==> src/rtl/counter_pkg.sv <==
// Shared types and the single-step count function for the modulo up/down counter.
package counter_pkg;

  typedef enum logic {MODE_WRAP, MODE_SAT} mode_e;
  typedef enum logic {DIR_DOWN = 1'b0, DIR_UP = 1'b1} dir_e;

  typedef struct packed {
    logic        evt;
    logic [31:0] nxt;
  } step_res_t;

  // Next count for one step; evt flags a boundary (wrap or saturated hold).
  // cnt is always <= max, so +1/-1 never leaves the 0..max range.
  function automatic step_res_t next_count(input logic [31:0] cnt,
                                           input dir_e        dir,
                                           input logic [31:0] max,
                                           input mode_e       mode);
    step_res_t r;
    r.evt = 1'b0;
    r.nxt = cnt;
    if (dir == DIR_UP) begin
      if (cnt >= max) begin
        r.evt = 1'b1;
        r.nxt = (mode == MODE_SAT) ? max : 32'd0;
      end else begin
        r.nxt = cnt + 32'd1;
      end
    end else begin
      if (cnt == 32'd0) begin
        r.evt = 1'b1;
        r.nxt = (mode == MODE_SAT) ? 32'd0 : max;
      end else begin
        r.nxt = cnt - 32'd1;
      end
    end
    return r;
  endfunction

endpackage

==> src/rtl/counter_prescaler.sv <==
// Enable prescaler: asserts step on every PRESCALE-th enabled cycle.
module counter_prescaler #(
  parameter int unsigned PRESCALE = 2
) (
  input  logic clk,
  input  logic reset,
  input  logic en,
  input  logic clr,
  output logic step
);

  localparam int unsigned PW = (PRESCALE > 1) ? $clog2(PRESCALE) : 1;
  localparam logic [PW-1:0] LAST = PW'(PRESCALE - 1);

  logic [PW-1:0] phase_q, phase_d;

  // Phase holds while en is low; clr (load) restarts the count of enabled cycles.
  always_comb begin
    phase_d = phase_q;
    step    = en && (phase_q == LAST);
    if (clr) begin
      phase_d = '0;
    end else if (en) begin
      phase_d = step ? '0 : phase_q + PW'(1);
    end
  end

  always_ff @(posedge clk) begin
    if (reset) phase_q <= '0;
    else       phase_q <= phase_d;
  end

endmodule

==> src/rtl/mod_updown_counter.sv <==
// Modulo up/down counter with wrap/saturate mode, parallel load, prescaled
// enable, terminal-count pulse and sticky overflow flag.
module mod_updown_counter
  import counter_pkg::*;
#(
  parameter int unsigned     WIDTH    = 8,
  parameter longint unsigned MAX_VAL  = (64'd1 << WIDTH) - 64'd1,
  parameter mode_e           MODE     = MODE_WRAP,
  parameter int unsigned     PRESCALE = 1
) (
  input  logic             clk,
  input  logic             reset,
  input  logic             en,
  input  logic             up,
  input  logic             load,
  input  logic [WIDTH-1:0] load_val,
  input  logic             ovf_clr,
  output logic [WIDTH-1:0] count,
  output logic             tc,
  output logic             ovf
);

  if (WIDTH < 1 || WIDTH > 32) begin : g_bad_width
    $fatal(1, "mod_updown_counter: WIDTH must be 1..32");
  end
  if (MAX_VAL < 1 || MAX_VAL > ((64'd1 << WIDTH) - 64'd1)) begin : g_bad_max
    $fatal(1, "mod_updown_counter: MAX_VAL must be 1..2**WIDTH-1");
  end
  if (PRESCALE < 1) begin : g_bad_pre
    $fatal(1, "mod_updown_counter: PRESCALE must be >= 1");
  end

  localparam logic [WIDTH-1:0] MAX_W = WIDTH'(MAX_VAL);

  logic [WIDTH-1:0] count_q, count_d;
  logic             tc_q, tc_d;
  logic             ovf_q, ovf_d;
  logic             step_c;
  logic             evt_c;
  logic [WIDTH-1:0] load_clamp_c;
  step_res_t        nc_c;
  logic             unused_c;

  if (PRESCALE > 1) begin : g_pre
    counter_prescaler #(.PRESCALE(PRESCALE)) u_pre (
      .clk  (clk),
      .reset(reset),
      .en   (en),
      .clr  (load),
      .step (step_c)
    );
  end else begin : g_nopre
    assign step_c = en;
  end

  // Load beats step; ovf_clr loses to a same-edge boundary event.
  always_comb begin
    count_d      = count_q;
    tc_d         = 1'b0;
    ovf_d        = ovf_q & ~ovf_clr;
    nc_c         = next_count(32'(count_q), dir_e'(up), 32'(MAX_VAL), MODE);
    unused_c     = ^nc_c.nxt;
    load_clamp_c = (load_val > MAX_W) ? MAX_W : load_val;
    evt_c        = 1'b0;
    if (load) begin
      count_d = load_clamp_c;
    end else if (step_c) begin
      count_d = nc_c.nxt[WIDTH-1:0];
      evt_c   = nc_c.evt;
      tc_d    = nc_c.evt;
      ovf_d   = nc_c.evt | (ovf_q & ~ovf_clr);
    end
  end

  always_ff @(posedge clk) begin
    if (reset) begin
      count_q <= '0;
      tc_q    <= 1'b0;
      ovf_q   <= 1'b0;
    end else begin
      count_q <= count_d;
      tc_q    <= tc_d;
      ovf_q   <= ovf_d;
    end
  end

  assign count = count_q;
  assign tc    = tc_q;
  assign ovf   = ovf_q;

  a_count_range : assert property (@(posedge clk) disable iff (reset)
    count_q <= MAX_W);

  a_tc_pulse : assert property (@(posedge clk) disable iff (reset)
    (tc_q && $past(tc_q)) |-> ($past(evt_c) && $past(evt_c, 2)));

  a_load : assert property (@(posedge clk) disable iff (reset)
    load |=> (count_q == $past(load_clamp_c)));

  a_ovf_fall : assert property (@(posedge clk) disable iff (reset)
    $fell(ovf_q) |-> ($past(reset) || ($past(ovf_clr) && !$past(evt_c))));

endmodule

==> config.mk <==
export PLATFORM = sky130hd
export DESIGN_NAME = mod_updown_counter
export DESIGN_NICKNAME = d
export VERILOG_FILES = /design/src/rtl/counter_pkg.sv /design/src/rtl/counter_prescaler.sv /design/src/rtl/mod_updown_counter.sv
export SDC_FILE = /design/constraint.sdc
export NUM_CORES = 1
export LEC_CHECK = 0
export ABC_AREA = 1
export BUFFER_PORTS_ARGS = -buffer_cell sky130_fd_sc_hd__buf_2
export CAP_MARGIN = 15
export CORE_MARGIN = 3
export CORE_UTILIZATION = 45
export DETAILED_ROUTE_END_ITERATION = 12
export GPL_ROUTABILITY_DRIVEN = 0
export PLACE_DENSITY = 0.81
export REMOVE_ABC_BUFFERS = 1
export SLEW_MARGIN = 5
export SYNTH_ARGS = -nofsm -noshare
export SYNTH_HDL_FRONTEND = slang
export SYNTH_SLANG_ARGS = --single-unit
==> constraint.sdc <==
create_clock -name clk -period 4.3 [get_ports clk]
set_clock_uncertainty 0.2 [all_clocks]
set_input_delay 0.43 -clock clk [delete_from_list [all_inputs] [get_ports clk]]
set_output_delay 0.43 -clock clk [all_outputs]
set_load 0.005 [all_outputs]
# --- Yosys cells after proc, flatten, opt, wreduce, memory -nomap -nowiden ---
# Index checks and enable logic that the tools add are counted.
classes:
  n_addsub: 2
  n_lt_le_gt_ge: 2
  muxes: 10
  bitwise: 4
  reduce_logical: 3
ops:
  columns: ["op", "n"]
  rows:
  - ["33-bit 2-to-1 mux", 1]
  - ["32-bit 2-to-1 mux", 1]
  - ["8-bit 2-to-1 mux", 3]
  - ["8-bit by 1-bit adder with 9-bit output (second input constant)", 1]
  - ["9-bit 2-to-1 mux", 1]
  - ["8-bit by 1-bit subtractor with 9-bit output (second input constant)", 1]
  - ["8-bit greater-or-equal comparator (second input constant)", 1]
  - ["8-bit greater-than comparator (second input constant)", 1]
  - ["8-bit logical NOT", 1]
  - ["1-bit 2-to-1 mux", 4]
  - ["3-bit OR reduction", 1]
  - ["1-bit inverter", 2]
  - ["2-bit nonzero test", 1]
  - ["1-bit bitwise AND", 1]
  - ["1-bit bitwise OR", 1]
word_totals:
  register_bits: 10
  input_bits: 14
  output_inout_bits: 10
  wordCells: 24

# --- Depth between registers and ports, before layout ---
depth:
  depth_word: 6
  ltp_mapped: 10
  ltp_nobuf: 10

# --- Worst setup path after synthesis ---
# Ideal clock, no wire load.
synth_path:
  path_kind: "register to register"
  startpoint: "reg count_q[0], in the netlist count[0]"
  endpoint: "reg count_q[7], in the netlist count[7]"
  setup_time_ns: 0.070
  arrival_time_ns: 1.238
  required_ns: 4.030
  slack_ns: 2.792
  path_stages_with_launch: 9
  n_path_buf: 0
  synth_period_minus_slack_ns: 1.508
  path_cell_list: "dfxtp_1 ha_1 nand2_1 nor2_4 a21oi_1 nand3_1 nand3_1 nand2_1 a21oi_1"
synth_via:
  elab_chain_len: 5
  word_cells_on_any_way: 9
  classes_between: "add/sub (2); order compare (1); mux (5); reduce/logical (1)"
synth_lines:
  columns: ["item", "line", "text"]
  rows:
  - ["start, declared", "mod_updown_counter.sv:35", "logic [WIDTH-1:0] count_q, count_d;"]
  - ["start signal, assigned", "mod_updown_counter.sv:81", "count_q <= count_d;"]
  - ["8-bit by 1-bit subtractor with 9-bit output (tied with other cells)", "counter_pkg.sv:33", "r.nxt = cnt - 32'd1;"]
  - ["32-bit 2-to-1 mux or 9-bit 2-to-1 mux (tied branches)", "counter_pkg.sv:29, counter_pkg.sv:22", null]
  - ["33-bit 2-to-1 mux *", "counter_pkg.sv:21", "if (dir == DIR_UP) begin"]
  - ["8-bit 2-to-1 mux *", "mod_updown_counter.sv:67", "end else if (step_c) begin"]
  - ["8-bit 2-to-1 mux *", "mod_updown_counter.sv:65", "if (load) begin"]
# Mark *: on every way between the ends. The rest lies on a longest branch, timed or not. The select of a mux whose other input is x is not followed.
# A chain may end at the register's enable or synchronous reset.

# --- Worst setup path after layout ---
layout_path:
  startpoint: "reg count_q[0], in the netlist count[0]"
  endpoint: "reg count_q[2], in the netlist count[2]"
# The elaborated chain is that of the path after synthesis.

==> metrics.md <==
| Metric | Value |
|---|---|
| Area Overhead vs Synth | `19.97%` |
| Crit. Startpoint | `count[0]$_SDFFE_PP0P_` |
| DRT antenna net count | `0` |
| Critical R2R Capture | `count[2]$_SDFFE_PP0P_` |
| Max Clk Rate | `592.4 MHz` |
| Hold crit path type | `in2reg` |
| Status | `finished clean` |
| 1st-iter DRT viols | `45` |
| Clock power share | `30.8%` |
| Normalized max-slew margin | `73.53%` |
| Clk_lat worst skew | `0.27 ns` |
| Commonest cells after routing, fill and taps aside | `37 x nand2_1, 23 x buf_2, 14 x inv_1, 12 x nor2_1, 11 x nand3_1` |
| Post-DP HPWL | `1731 µm` |
| Initial antenna violation count | `0` |
| Syn Area/Cell | `6.266 µm²` |
| Total power | `279.8 µW` |
| Post-synth top area share | `24.96%` |
| Worst EP required | `4.27 ns` |
| Final WS setup | `2.612 ns` |
| Multi-input combinational cell area | `524.3 µm²` |
| Die area | `2325 µm²` |
| Final wirelength | `2214 µm` |
| Clock Tree Buf Depth | `2` |
| Synth cell types | `23` |
| Yosys warnings | `0` |
| Layout net count | `170` |
| Synth Register Bits | `10` |
| Reg clk slew, reported paths | `0.06 ns` |
| Power per cell area | `290.8 nW/µm²` |
| TritonCTS clock tree | `built` |
| Commonest register cell after synthesis | `dfxtp_1` |
| Setup bufs post-CTS | `0` |
| Root buffer cell | `clkbuf_4` |
| Critical path arrival | `1.66 ns` |
| Worst vdd ir | `0.2279 mV` |
| Buffers on Ports | `23` |
| Initial Utilization | `50.31%` |
| Internal power | `184.7 µW` |
| Hold Crit Depth | `2` |
| Kind of critical path | `reg2reg` |
| Final Hold Fails | `0` |
| Total track usage | `21.20%` |
| Top cells by area, synth | `dfxtp_1 25%, nand2_1 17%, nand3_1 6.9%, inv_1 6.6%, nor2_1 5.6%` |
| Commonest non-fill, non-tap cell in the layout | `nand2_1` |
| Hold Path Origin | `ovf_clr` |
| RSZ-0062 raised after global routing | `false` |
| Die height | `48.22 µm` |
| Total grt overflow | `0` |
| WL per Instance | `12.58 µm` |
| Residual DRC | `0` |
| Comb power frac | `29.0%` |
| Sequential fraction of design power | `40.2%` |
| Drt first pass iters | `4` |
| Post-synth EDFFs | `0` |
| Period utilization | `39.26%` |
| Setup violators final | `0` |
| Worst R2R Path Depth | `8` |
| Startpoint Class | `register` |
| Area leader, netlist | `dfxtp_1` |
| Post-cts hold buffer count | `0` |
| Fin crit period | `1.688 ns` |
| Antenna cells | `0` |
| Core area | `1594 µm²` |
| Die W | `48.22 µm` |
| Finished Layout Cells | `176` |
| Post-Syn Area | `802.0 µm²` |
| Worst-Margin Slew | `0.3967 ns` |
| Max-Cap Viols | `0` |
| Row cnt | `14` |
| Async SR Flop Fraction | `0%` |
| CTS H-Tree Depth | `1` |
| Leakage power | `0.0004765 µW` |
| Net switching power | `95.11 µW` |
| Post-Synthesis Cells | `128` |
| Crit. End Element | `register` |
| Max Transition Viols Final | `0` |
| Sw frac | `33.99%` |
| Critical Path Fanout Max | `6` |
| Setup TNS | `0 ns` |
| Share of cells above drive strength 1 | `21.05%` |
| Post_cts resized | `0` |
| Vias in the first global route | `796` |
| First-pass GRT wire length | `3450 µm` |
| Pre-CTS setup slack | `2.648 ns` |
| Largest net degree at the start of global routing | `11` |
| TritonCTS Sinks | `10` |
| Sequential Area | `200.2 µm²` |
| Via/cell ratio | `5.466` |
| Sequential fraction of the synthesis area | `24.96%` |
| R2r setup slk | `2.61 ns` |
| CTS buffer count | `3` |
| Total number of vias | `962` |
| Fill count | `157` |
| Worst Hold End | `ovf$_SDFF_PP0_` |
| Io pins | `24` |
| Placed Cells | `172` |
| Reg2reg start | `count[0]$_SDFFE_PP0P_` |
-- power by group through the flow --
stage	registers, µW	clock network [µW]	logic (µW)
detailed placement	114	0	80.3
global route	114	91.8	92.5
floorplan	112	0	54.1
finish	112	86.2	81.1
CTS	112	87.4	80.6
global placement	114	0	79.6
-- area by class of cell --
cell class | instances | share of cell area [%]
multi-input combinational | 100 | 54.49
sequential | 10 | 20.81
timing repair buffer | 23 | 11.96
inverter | 15 | 5.852
clock buffer | 4 | 3.771
tap | 24 | 3.121
-- cells in the mapped netlist, types with 2 or more instances --
cell type,count
nand2_1,37
nor2_2,2
nor2_1,12
a31oi_1,3
nand3_1,11
nand4_1,5
a22oi_1,3
inv_1,14
buf_2,2
o221ai_1,2
dfxtp_1,10
o21ai_0,4
a21oi_1,8
xnor2_1,3
xor2_1,2
ha_1,3
-- how the worst max path moves through the flow --
stage / cells past startpoint / slack (ns) / end
global placement: 8 / 2.68 / count[5]$_SDFFE_PP0P_
global route: 8 / 2.44 / count[5]$_SDFFE_PP0P_
floorplan: 8 / 2.79 / count[7]$_SDFFE_PP0P_
finish: 8 / 2.61 / count[2]$_SDFFE_PP0P_
CTS: 8 / 2.64 / count[2]$_SDFFE_PP0P_
detailed placement: 8 / 2.65 / count[5]$_SDFFE_PP0P_
-- sequential cells by signal, summed over array words and instances (netlist names) --
register  count
tc            1
count         8
ovf           1
-- routing by layer --
layer / vias up / wire length, µm / global-route usage [%]
li1: 480 / - / -
met1: 435 / 927 / 25.99
met2: 41 / 1051 / 34.90
met3: 6 / 209 / 6.642
met4: 0 / 25 / 6.989
met5: - / 0 / 0
-- worst max-delay path: stages (launching register included) --
cell and delay (ns):
dfxtp_1 0.41, inv_1 0.12, ha_1 0.21, nand3_1 0.12, nor2_2 0.07, nor2_1 0.21
o211ai_1 0.12, nand2_1 0.09, inv_1 0.04
-- logic make-up after synthesis --
logic type,count (synthesis),share of synthesized area (%)
AND/OR/NAND/NOR,68,36.66
AO/OA/AOI/OAI,24,18.57
buffers and inverters,18,9.672
flip-flops,10,24.96
XOR/XNOR,5,5.461
adder cells (fa/ha/maj),3,4.681
-- stage by stage --
| step | instance area, µm² | utilization, % | hold slack (ns) |
|---|---|---|---|
| 3_3_place_gp | 925.9 | 58.08 | 0.2660 |
| 2_1_floorplan | 780.7 | - | 0.2697 |
| 4_1_cts | 962.2 | 60.36 | 0.1859 |
| 6_report | 962.2 | 60.36 | 0.1848 |
| 3_5_place_dp | 925.9 | 58.08 | 0.3064 |
| 5_1_grt | 962.2 | 60.36 | 0.1795 |
Note: power is estimated with default switching activity, not from simulation.
